===== src/rtl/seg_disp_sched.sv =====
// Refresh scheduler for an 8-digit serial seven-segment display chain.
// Arbitrates three requesters, builds a 64-bit active-low frame and shifts it out MSB first.
module seg_disp_sched #(
  parameter int unsigned DIV = 2,
  localparam int unsigned NREQ = 3
) (
  input  logic            clk,
  input  logic            rst_n,
  input  logic            start,
  input  logic [NREQ-1:0] req,
  input  logic [31:0]     hex0,
  input  logic [31:0]     hex1,
  input  logic [31:0]     hex2,
  input  logic [7:0]      dp,
  output logic [NREQ-1:0] grant,
  output logic            busy,
  output logic            done,
  output logic            seg_clk,
  output logic            seg_clrn,
  output logic            seg_sout,
  output logic            SEG_PEN
);

  localparam int unsigned FRAME_W = 64;
  localparam int unsigned BIT_W   = 6;
  localparam int unsigned DIV_W   = 8;
  localparam logic [DIV_W-1:0] DIV_LAST = DIV_W'(DIV - 1);
  localparam logic [BIT_W-1:0] BIT_LAST = BIT_W'(FRAME_W - 1);

  typedef enum logic [1:0] {IDLE, LOAD, SHIFT, LATCH} state_e;

  state_e               state_q, state_d;
  logic [NREQ-1:0]      grant_q, grant_d;
  logic [FRAME_W-1:0]   frame_q, frame_d;
  logic [BIT_W-1:0]     bit_q, bit_d;
  logic [DIV_W-1:0]     div_q, div_d;
  logic                 seg_clk_q, seg_clk_d;
  logic                 sout_q, sout_d;
  logic                 busy_q, busy_d;
  logic                 done_q, done_d;
  logic                 pen_q, pen_d;
  logic                 pending_q, pending_d;

  logic [NREQ-1:0]      arb_grant;
  logic [31:0]          arb_hex;
  logic [FRAME_W-1:0]   arb_frame;
  logic [BIT_W-1:0]     bit_nxt;

  // Active-low {g,f,e,d,c,b,a} glyph for one hex digit
  function automatic logic [6:0] glyph(input logic [3:0] h);
    logic [6:0] g;
    case (h)
      4'h0: g = 7'h40;
      4'h1: g = 7'h79;
      4'h2: g = 7'h24;
      4'h3: g = 7'h30;
      4'h4: g = 7'h19;
      4'h5: g = 7'h12;
      4'h6: g = 7'h02;
      4'h7: g = 7'h78;
      4'h8: g = 7'h00;
      4'h9: g = 7'h10;
      4'hA: g = 7'h08;
      4'hB: g = 7'h03;
      4'hC: g = 7'h46;
      4'hD: g = 7'h21;
      4'hE: g = 7'h06;
      default: g = 7'h0E;
    endcase
    return g;
  endfunction

  // Fixed-priority arbitration and frame build; a blank frame is all ones
  always_comb begin
    arb_grant = '0;
    arb_hex   = hex0;
    arb_frame = '1;
    if (req[0]) begin
      arb_grant = 3'b001;
      arb_hex   = hex0;
    end else if (req[1]) begin
      arb_grant = 3'b010;
      arb_hex   = hex1;
    end else if (req[2]) begin
      arb_grant = 3'b100;
      arb_hex   = hex2;
    end
    if (arb_grant != '0) begin
      for (int i = 0; i < 8; i++) begin
        arb_frame[8*i +: 8] = {~dp[i], glyph(arb_hex[4*i +: 4])};
      end
    end
  end

  assign bit_nxt = bit_q + BIT_W'(1);

  always_comb begin
    state_d   = state_q;
    grant_d   = grant_q;
    frame_d   = frame_q;
    bit_d     = bit_q;
    div_d     = div_q;
    seg_clk_d = 1'b0;
    sout_d    = sout_q;
    pen_d     = pen_q;
    pending_d = pending_q;

    if (start && (state_q != IDLE)) pending_d = 1'b1;

    unique case (state_q)
      IDLE: begin
        if (start || pending_q) state_d = LOAD;
      end
      LOAD: begin
        state_d = SHIFT;
        sout_d  = frame_q[FRAME_W-1];
        bit_d   = '0;
        div_d   = '0;
      end
      SHIFT: begin
        seg_clk_d = seg_clk_q;
        if (div_q == DIV_LAST) begin
          div_d     = '0;
          seg_clk_d = ~seg_clk_q;
          // Next bit is presented on the falling edge; bit index 63-n is ~n in 6 bits
          if (seg_clk_q) begin
            if (bit_q == BIT_LAST) begin
              state_d = LATCH;
            end else begin
              bit_d  = bit_nxt;
              sout_d = frame_q[~bit_nxt];
            end
          end
        end else begin
          div_d = div_q + DIV_W'(1);
        end
      end
      LATCH: begin
        state_d = IDLE;
      end
      default: begin
        state_d = IDLE;
      end
    endcase

    if ((state_q == IDLE) && (state_d == LOAD)) begin
      pending_d = 1'b0;
      grant_d   = arb_grant;
      frame_d   = arb_frame;
    end
    if (state_d == LATCH) pen_d = 1'b1;

    busy_d = (state_d == LOAD) || (state_d == SHIFT);
    done_d = (state_d == LATCH);
  end

  always_ff @(posedge clk or negedge rst_n) begin
    if (!rst_n) begin
      state_q   <= IDLE;
      grant_q   <= '0;
      frame_q   <= '0;
      bit_q     <= '0;
      div_q     <= '0;
      seg_clk_q <= 1'b0;
      sout_q    <= 1'b1;
      busy_q    <= 1'b0;
      done_q    <= 1'b0;
      pen_q     <= 1'b0;
      pending_q <= 1'b0;
    end else begin
      state_q   <= state_d;
      grant_q   <= grant_d;
      frame_q   <= frame_d;
      bit_q     <= bit_d;
      div_q     <= div_d;
      seg_clk_q <= seg_clk_d;
      sout_q    <= sout_d;
      busy_q    <= busy_d;
      done_q    <= done_d;
      pen_q     <= pen_d;
      pending_q <= pending_d;
    end
  end

  assign grant    = grant_q;
  assign busy     = busy_q;
  assign done     = done_q;
  assign seg_clk  = seg_clk_q;
  assign seg_sout = sout_q;
  assign SEG_PEN  = pen_q;
  // The clear line simply follows reset so it is high the instant reset releases
  assign seg_clrn = rst_n;

endmodule


===== config.mk =====
export PLATFORM = sky130hd
export DESIGN_NAME = seg_disp_sched
export DESIGN_NICKNAME = d
export VERILOG_FILES = /design/src/rtl/seg_disp_sched.sv
export SDC_FILE = /design/constraint.sdc
export NUM_CORES = 1
export LEC_CHECK = 0
export CAP_MARGIN = 20
export CELL_PAD_IN_SITES_DETAIL_PLACEMENT = 1
export CELL_PAD_IN_SITES_GLOBAL_PLACEMENT = 1
export CORE_UTILIZATION = 44
export DETAILED_ROUTE_END_ITERATION = 7
export PLACE_DENSITY_LB_ADDON = 0.1
export SYNTH_ARGS = -nofsm -noshare
export SYNTH_HDL_FRONTEND = slang
export SYNTH_SLANG_ARGS = --single-unit

===== constraint.sdc =====
create_clock -name clk -period 7 [get_ports clk]
set_input_delay 1.4 -clock clk [delete_from_list [all_inputs] [get_ports clk]]
set_output_delay 1.4 -clock clk [all_outputs]
set_load 0.02 [all_outputs]

Word level (Yosys, flattened, before mapping)

Memories as Yosys holds them, arrays and structs flattened.
Index checks and enable logic that the tools add are counted.
W data, S select, Z words.

Bits in registers: 89
Bits in read-only memories: 896
Output and inout port bits: 9
Word-level logic and storage cells: 81
Memories: 8

Memory list:

| memory          | depth | bits a word | read ports | clocked after memory_dff | write ports | line | RTL |
|---|---|---|---|---|---|---|---|
| (no name shown) | 16    | 7           | 1          | 0                        | 0           | 52   | `case (h)` |
| (no name shown) | 16    | 7           | 1          | 0                        | 0           | 52   |  |
| (no name shown) | 16    | 7           | 1          | 0                        | 0           | 52   |  |
| (no name shown) | 16    | 7           | 1          | 0                        | 0           | 52   |  |
| (no name shown) | 16    | 7           | 1          | 0                        | 0           | 52   |  |
| (no name shown) | 16    | 7           | 1          | 0                        | 0           | 52   |  |
| +2 memories     | -     | -           | -          | -                        | -           | -    |  |

Add/sub/neg operators: 2
Order comparisons: 1
Equality and inequality tests: 11
Mux-type cells: 28
Bitwise operators: 10
Reduce and logical (&&, ||, !) cells: 10

Operator list:

| kind                  | number |
|---|---|
| $mux W32              | 3 |
| $mux W64              | 1 |
| $mux W6               | 3 |
| $pmux W8 S2           | 1 |
| $pmux W6 S2           | 1 |
| $mux W3               | 3 |
| $not A1 Y1            | 9 |
| $add A8 B1 Y8 const B | 1 |
| $eq A2 B2 Y1 const B  | 4 |
| $eq A8 B1 Y1 const B  | 1 |
| $mux W1               | 8 |
| $mux W2               | 4 |
| $mux W8               | 1 |
| $pmux W2 S4           | 1 |
| $lt A6 B7 Y1 const B  | 1 |
| $add A6 B1 Y6 const B | 1 |
| $bmux W1 S6           | 1 |
| $eq A6 B6 Y1 const B  | 1 |
| $ne A2 B2 Y1 const B  | 3 |
| $not A6 Y6            | 1 |
| $reduce_bool A2 Y1    | 3 |
| $eq A2 B1 Y1 const B  | 2 |
| $reduce_and A4 Y1     | 1 |
| $reduce_bool A3 Y1    | 1 |
| 4 further kinds       | 6 |

Logic depth before layout (Yosys ltp)

Gate-level depths: netlist (run 1).

Depth in word-level cells: 8
Depth in mapped cells: 14
Mapped depth without buffers: 11

Worst setup path after synthesis (run 1)

No wires, ideal clock.

Path kind: input -> register
From: input req[0]
To: register frame_q[6]
Arrival time: 3.493 ns
Slack: 3.381 ns
Stages: 9
Buffers on the path: 3
Cells stage by stage: buf_2 clkbuf_1 clkbuf_1 a2bb2oi_1 inv_1 ha_1 mux2_2 a221oi_1 nor2_1

Longest elaborated chain between the ends: 3

RTL lines:

| what                                                        | line | RTL |
|---|---|---|
| from (decl)                                                 | 10   | `input logic [NREQ-1:0] req,` |
| $mux W32 / $mux W3 (equally long branches)                  | 78   | `if (req[0]) begin` |
| $mem_v2 Z16 W7 / $reduce_bool A3 Y1 (equally long branches) | -    |  |
| $mux W64 (*)                                                | 88   | `if (arb_grant != '0) begin` |
| to (signal assigned)                                        | 173  | `frame_q <= frame_d;` |
| to (decl)                                                   | 34   | `logic [FRAME_W-1:0] frame_q, frame_d;` |

Every way passes the cells marked *; elsewhere a longest branch is shown, timed or not.
A chain may end at the register's enable or synchronous reset.

Worst setup path after layout (run 1)

From: input req[2]
To: register frame_q[35]

Longest elaborated chain between the ends: 5

RTL lines:

| what                                                        | line | RTL |
|---|---|---|
| $mux W32 / $mux W3 (equally long branches)                  | 84   | `end else if (req[2]) begin` |
| $mux W32 / $mux W3 (equally long branches)                  | 81   | `end else if (req[1]) begin` |
| $mux W32 / $mux W3 (equally long branches)                  | 78   |  |
| $mem_v2 Z16 W7 / $reduce_bool A3 Y1 (equally long branches) | -    |  |
| $mux W64 (*)                                                | 88   |  |

Marked as above.

==> metrics, run 1 <==
fin nets 1031; clk_lat worst skew ~0.36 ns; Clock power frac approximately 40%; share of post-route cells with drive strength above 1 6.57%; number of fillers in the final layout between 1500 and 2000; Core ar. approximately 15000 µm²; Slew HR 25.0%; hold path depth 2; Final setup viols 0; Die ar. approximately 16000 µm²; worst min-delay path class reg2reg; clock-pin transition on the worst setup and hold timing paths 0.07 ns; number of primary I/O pins between 100 and 150; n_diodes 0; Tcrit/Tclk final 63.3%; Ys Warns 0; Max-cap violations 0; vias per inst approximately 6; CP arrival around 4.7 ns; internal power about 900 µW; first drt pass iteration count 4; Post-Synthesis Net Count between 900 and 1000; Syn Std Cell Area about 6900 µm²; synthesized area per cell roughly 8.9 µm²; Switching Fraction roughly 30%; type of origin of the critical path input port; Initial Utilization a little under half; CP required ~7.2 ns; first-pass GRT wire length around 35000 µm; WL final around 21000 µm; DRT antenna net count 0; CTS resizes 0; Period minus WS final around 4.4 ns; Post-Route Setup TNS 0 ns; post-synthesis cell type count 63; Setup Skew approximately 0.0095 ns; CP Capture Type flop; number of flops mapped to enable cells by yosys 0; status finished clean; Die Wd approximately 130 µm; actual slew at the worst max-slew pin between 1 and 1.5 ns; LEAKAGE between 0.003 and 0.004 µW; Psw around 400 µW; initial DRC count just over 300; CTS Buf Count 9; Cell Count, Final, Fillers Out approximately 1100; Max FO, Critical Path 21; CTS tree yes; grt total ovfl 0; row count 45; setup repair bufs after CTS 0; Area Growth Syn to Fin 23.1%; cells on worst reg2reg path 12; GP Congestion roughly 0.87; Fin. Hold Viols 0; IO buf count ~120; wire per inst approximately 20 µm; synthesized flop and latch total 89; Post-synth ARST share 100%; Hold Buf Count CTS 0; CTS max path bufs 2; FMAX approximately 230 MHz; VDD IR max between 0.1 and 0.15 mV; Mapped Cells roughly 780; largest net degree at the start of global routing 80; CTS H-tree lvls 3; via count 6335; Seq/Total Area, Yosys 32.4%; Total GRT Usage between 20% and 30%; CP Class in2reg; RSZ-0062 raised after global routing no; Sequential Power Share between 30% and 40%; antenna violations before repair 0; Root Driver clkbuf_16; Slew Limit Fails 0; clk sink count slightly below 90; Final HPWL DP between 15000 and 20000 µm; vias in the first global route a little under 7000; power density over the cells between 150 and 200 nW/µm²; prevailing post-synth register cell dfrtp_1; Gate power share 21.7%; cell total after placement just over 1000; # DRC 0; die height roughly 130 µm
[per-stage QoR]
| stage | instance area (µm²) | power [µW] | setup WS [ns] | hold WS [ns] | util (%) |
|---|---|---|---|---|---|
| 6_report | 8460 | 1320 | 2.57 | 0.480 | 55.6 |
| 2_1_floorplan | 6870 | 680 | 3.38 | 0.456 | - |
| 3_5_place_dp | 8110 | 805 | 2.23 | 0.474 | 53.4 |
| 4_1_cts | 8420 | 1320 | 2.62 | 0.490 | 55.4 |
| 5_1_grt | 8460 | 1370 | 2.41 | 0.509 | 55.6 |
| 3_3_place_gp | 8110 | 789 | 2.46 | 0.452 | 53.4 |
[flip-flops by register name, indices dropped and copies added (netlist names), 2 cells and up]
register / cells
state_q: 2
bit_q: 6
frame_q: 64
div_q: 8
grant: 3
[final cells by class]
class / count / area (µm²) / share of cell area [%]
clock buffer: 9 / 225 / 2.66
timing repair buffer: 131 / 1290 / 15.3
tap: 188 / 235 / 2.78
multi-input combinational: 602 / 4280 / 50.6
inverter: 29 / 109 / 1.29
sequential: 89 / 2230 / 26.4
clock inverter: 7 / 85.1 / 1.01
[cells in the final DEF (no fill, tap or decap), drive strengths merged, types with 21 or more instances in the layout]
cell type,n
a21oi,49
inv,32
nor2,70
dfrtp,88
nand2,86
o21ai,49
clkdlybuf4s50,116
ha,59
a22oi,33
nor3,21
mux2i,29
[worst max-delay path, stage by stage]
cell and delay (ns):
clkdlybuf4s50_1 0.57, nor2b_2 0.94, a22oi_1 0.18, o21ai_0 0.58
inv_1 0.24, ha_1 0.29, nand2_1 0.06, a21oi_1 0.08
o32a_1 0.34
[metal layers]
layer,vias up,part of all wire (%),GRT usage [%]
met1,3160,44,34.5
met3,37,3.7,4.52
li1,3009,-,-
met4,0,2.5,10.4
met5,-,0,0
met2,129,50,48.1
[cells by family (layout without fill, tap and decap cells)]
logic type	after synthesis	in the layout	share of synthesized area, %
AO/OA/AOI/OAI	244	244	24.5
flip-flops	89	89	32.4
buffers and inverters	84	176	5.39
AND/OR/NAND/NOR	239	239	15.6
multiplexers	52	52	10.3
XOR/XNOR	8	8	1.02
adder cells (fa/ha/maj)	59	59	10.7
[cell usage after synthesis, drive strengths merged, types with 8 or more instances]
library cell  number  area (µm²)
o21a              18         135
o21ai             49         245
mux4              12         293
inv               28         105
nand3             20         100
mux2              11         124
o22a              20         175
a311oi             8        70.1
dfrtp             88        2200
a21oi             49         245
mux2i             29         290
buf               15         111
a22oi             33         248
ha                59         738
nand2             86         323
nor3              21         105
clkbuf            40         150
nor2              70         263
o32a              12         120
a31oi              9        56.3
a2bb2oi            9        85.1
[power by group through the flow]
stage | combinational [µW] | sequential [µW] | clock [µW]
after floorplan | 156 | 524 | 0
after global placement | 265 | 524 | 0
after detailed placement | 281 | 524 | 0
after CTS | 283 | 514 | 526
after global routing | 314 | 514 | 546
final | 286 | 514 | 519
[worst paths after layout]
| path | from | end | slack (ns) |
|---|---|---|---|
| max | req[2] | frame_q[35] | 2.57 |
| min | grant[1] | grant[1] | 0.48 |
| max reg2reg | bit_q[0] | frame_q[1] | 2.94 |
| min reg2reg | grant[1] | grant[1] | 0.48 |
| max in group asynchronous | rst_n | frame_q[62] | 5.33 |
| min in group asynchronous | rst_n | div_q[2] | 0.86 |
Note: power is estimated with default switching activity, not from simulation.
==> run 2, diff against run 1 <==
--- a/config.mk
+++ b/config.mk
@@ -8,7 +8,7 @@
 export CAP_MARGIN = 20
 export CELL_PAD_IN_SITES_DETAIL_PLACEMENT = 1
 export CELL_PAD_IN_SITES_GLOBAL_PLACEMENT = 1
-export CORE_UTILIZATION = 44
+export CORE_UTILIZATION = 37
 export DETAILED_ROUTE_END_ITERATION = 7
 export PLACE_DENSITY_LB_ADDON = 0.1
 export SYNTH_ARGS = -nofsm -noshare
==> constraint.sdc (replaced) <==
create_clock -name clk -period 3.9 [get_ports clk]
set_input_delay 0.78 -clock clk [delete_from_list [all_inputs] [get_ports clk]]
set_output_delay 0.78 -clock clk [all_outputs]
set_load 0.02 [all_outputs]
==> metrics, run 2 (synthesis gave the netlist of run 1 again) <==
row count 49 (was 45); Hold Buf Count CTS 0 (unchanged); Root Driver clkbuf_16 (unchanged); first drt pass iteration count 8 (was 4); cells on worst reg2reg path 11 (was 12); R2R Path Start div_q[1] (was bit_q[0]); vias per inst 5.75 (was 6.00); vias in the first global route 6655 (was 6828); fin util 47.4% (was 55.6%); CP delay by family, top compound AO/OA/AOI/OAI gates (unchanged); type of origin of the critical path flop (was input port); wire per inst 19.4 µm (was 20.1 µm); Die Wd 138 µm (was 127 µm); Worst Setup Slack, final 0.598 ns (was 2.57 ns); grt total ovfl 0 (unchanged); most flop-heavy register frame_q (unchanged); fin nets 1047 (was 1031); CTS H-tree lvls 3 (unchanged); Die ar. 19100 µm² (was 16100 µm²); DP Worst Slack 0.552 ns (was 2.23 ns); GP Congestion 0.851 (was 0.867); n_diodes 0 (unchanged); setup repair bufs after CTS 0 (unchanged); Sequential Power Share 40.2% (was 38.9%); via count 6390 (was 6335); VDD IR max 0.202 mV (was 0.123 mV); power density over the cells 267 nW/µm² (was 156 nW/µm²); CTS Buf Count 9 (unchanged); RSZ-0062 raised after global routing no (unchanged); FMAX between 300 and 400 MHz; Post-Route Setup TNS 0 ns (unchanged); CP required 4.16 ns (was 7.24 ns); die height 138 µm (was 127 µm); Setup Skew 0.0158 ns (was 0.00954 ns); CP Class reg2reg (was in2reg); leading cell types in the layout, fill and taps excluded clkdlybuf4s50_1, dfrtp_1, nand2_1 (unchanged); actual slew at the worst max-slew pin 0.845 ns (was 1.12 ns); largest net degree at the start of global routing 68 (was 80); Slowest-stage cell, CP buf_4 (was nor2b_2); worst min-delay path class in2async (was reg2reg); CTS max path bufs 2 (unchanged); Slew HR 43.7% (was 25.0%); Max FO, Critical Path 67 (was 21); Max-cap violations 0 (unchanged); Fin. Hold Viols 0 (unchanged); Tcrit/Tclk final a little over four fifths; most common cell after layout, fill and taps aside clkdlybuf4s50_1 (unchanged); Core ar. 18100 µm² (was 15200 µm²); CTS tree yes (unchanged); Initial Utilization 38.0% (was 45.2%); number of primary I/O pins 119 (unchanged); Worst path max stage delay 0.60 ns (was 0.94 ns); # DRC 2 (was 0); IO buf count 118 (unchanged); CP arrival 3.56 ns (was 4.67 ns); WL final 21600 µm (was 21200 µm); LEAKAGE 0.00377 µW (was 0.00371 µW); Crit Reg-Reg Endpoint frame_q[3] (was frame_q[1]); first-pass GRT wire length 35100 µm (was 35200 µm); Gate power share 22.7% (was 21.7%); Largest register FFs 64 (unchanged); Regs by FF count frame_q x64, div_q x8, bit_q x6 (unchanged); clk_lat worst skew 0.35 ns (was 0.36 ns); clock-pin transition on the worst setup and hold timing paths 0.08 ns (was 0.07 ns); Pwr Total 2290 µW (was 1320 µW); Area Growth Syn to Fin 24.9% (was 23.1%); clk sink count 89 (unchanged); Period minus WS final approximately 3.3 ns; failing checks design-rule violations; CP Buf/Inv Count 2 (unchanged); Worst path most repeated cell ha_1; CP Capture Type flop (unchanged); Total GRT Usage 22.9% (was 27.7%); DRT antenna net count 0 (unchanged); flop2flop setup slack 0.60 ns (was 2.94 ns); internal power 1610 µW (was 924 µW); Clock power frac 37.1% (was 39.4%); Final setup viols 0 (unchanged); Switching Fraction 29.6% (was 30.0%); CP cell instances inv_1 > ha_1 > nor4b_1 > nand2_1 > o41ai_1 > o22a_1 > ha_1 > and2_2 > buf_4 > nor2_1 > a21oi_1 (was clkdlybuf4s50_1 > nor2b_2 > a22oi_1 > o21ai_0 > inv_1 > ha_1 > nand2_1 > a21oi_1 > o32a_1); Psw 679 µW (was 396 µW); status finished, violations left (was finished clean); Slew Limit Fails 0 (unchanged); initial DRC count 210 (was 307); CTS resizes 0 (unchanged); share of post-route cells with drive strength above 1 8.15% (was 6.57%); Final HPWL DP 16000 µm (was 15700 µm); antenna violations before repair 0 (unchanged)
[run 2: cell type report]
class	count	area, µm²
clock buffer	11	243
clock inverter	5	38.8
fill	2112	9510
inverter	29	109
multi-input combinational	602	4280
sequential	89	2230
tap	229	287
timing repair buffer	147	1390
[run 2: how the worst max path moves through the flow]
stage                     slack, ns     start          end  depth (start not counted)
after floorplan                0.90    req[0]   frame_q[6]                          9
after global placement         0.64    req[1]  frame_q[41]                          9
after detailed placement       0.55    req[1]   frame_q[6]                         11
after CTS                      0.55  div_q[1]   frame_q[3]                         11
after global routing           0.31  div_q[1]   frame_q[3]                         11
final                          0.60  div_q[1]   frame_q[3]                         11
[run 2: worst register-to-register path, cell delays in order (launching register included)]
cell,delay [ns]
dfrtp_1,0.41
inv_1,0.09
ha_1,0.15
nor4b_1,0.31
nand2_1,0.21
o41ai_1,0.40
o22a_1,0.32
ha_1,0.24
and2_2,0.17
buf_4,0.60
nor2_1,0.13
a21oi_1,0.18
[run 2: metrics by stage]
step | instances | hold slack (ns) | area, µm²
floorplan | 775 | 0.456 | 6870
detailed placement | 1096 | 0.461 | 8300
CTS | 1112 | 0.353 | 8580
global placement | 1096 | 0.451 | 8300
global route | 1112 | 0.355 | 8580
finish | 1112 | 0.338 | 8580
[run 2: per-layer routing]
layer	GRT usage (%)	up-vias	part of all wire, %
li1	-	3036	-
met1	29.6	3198	46
met2	39.6	130	49
met3	3.05	26	3.4
met4	7.33	0	2.1
met5	0	-	0
[run 2: power groups by stage]
stage	clock network [µW]	registers, µW	logic [µW]
after global routing	908	922	574
after global placement	0	940	499
after floorplan	0	941	281
after detailed placement	0	940	516
after CTS	873	922	520
final	850	922	520
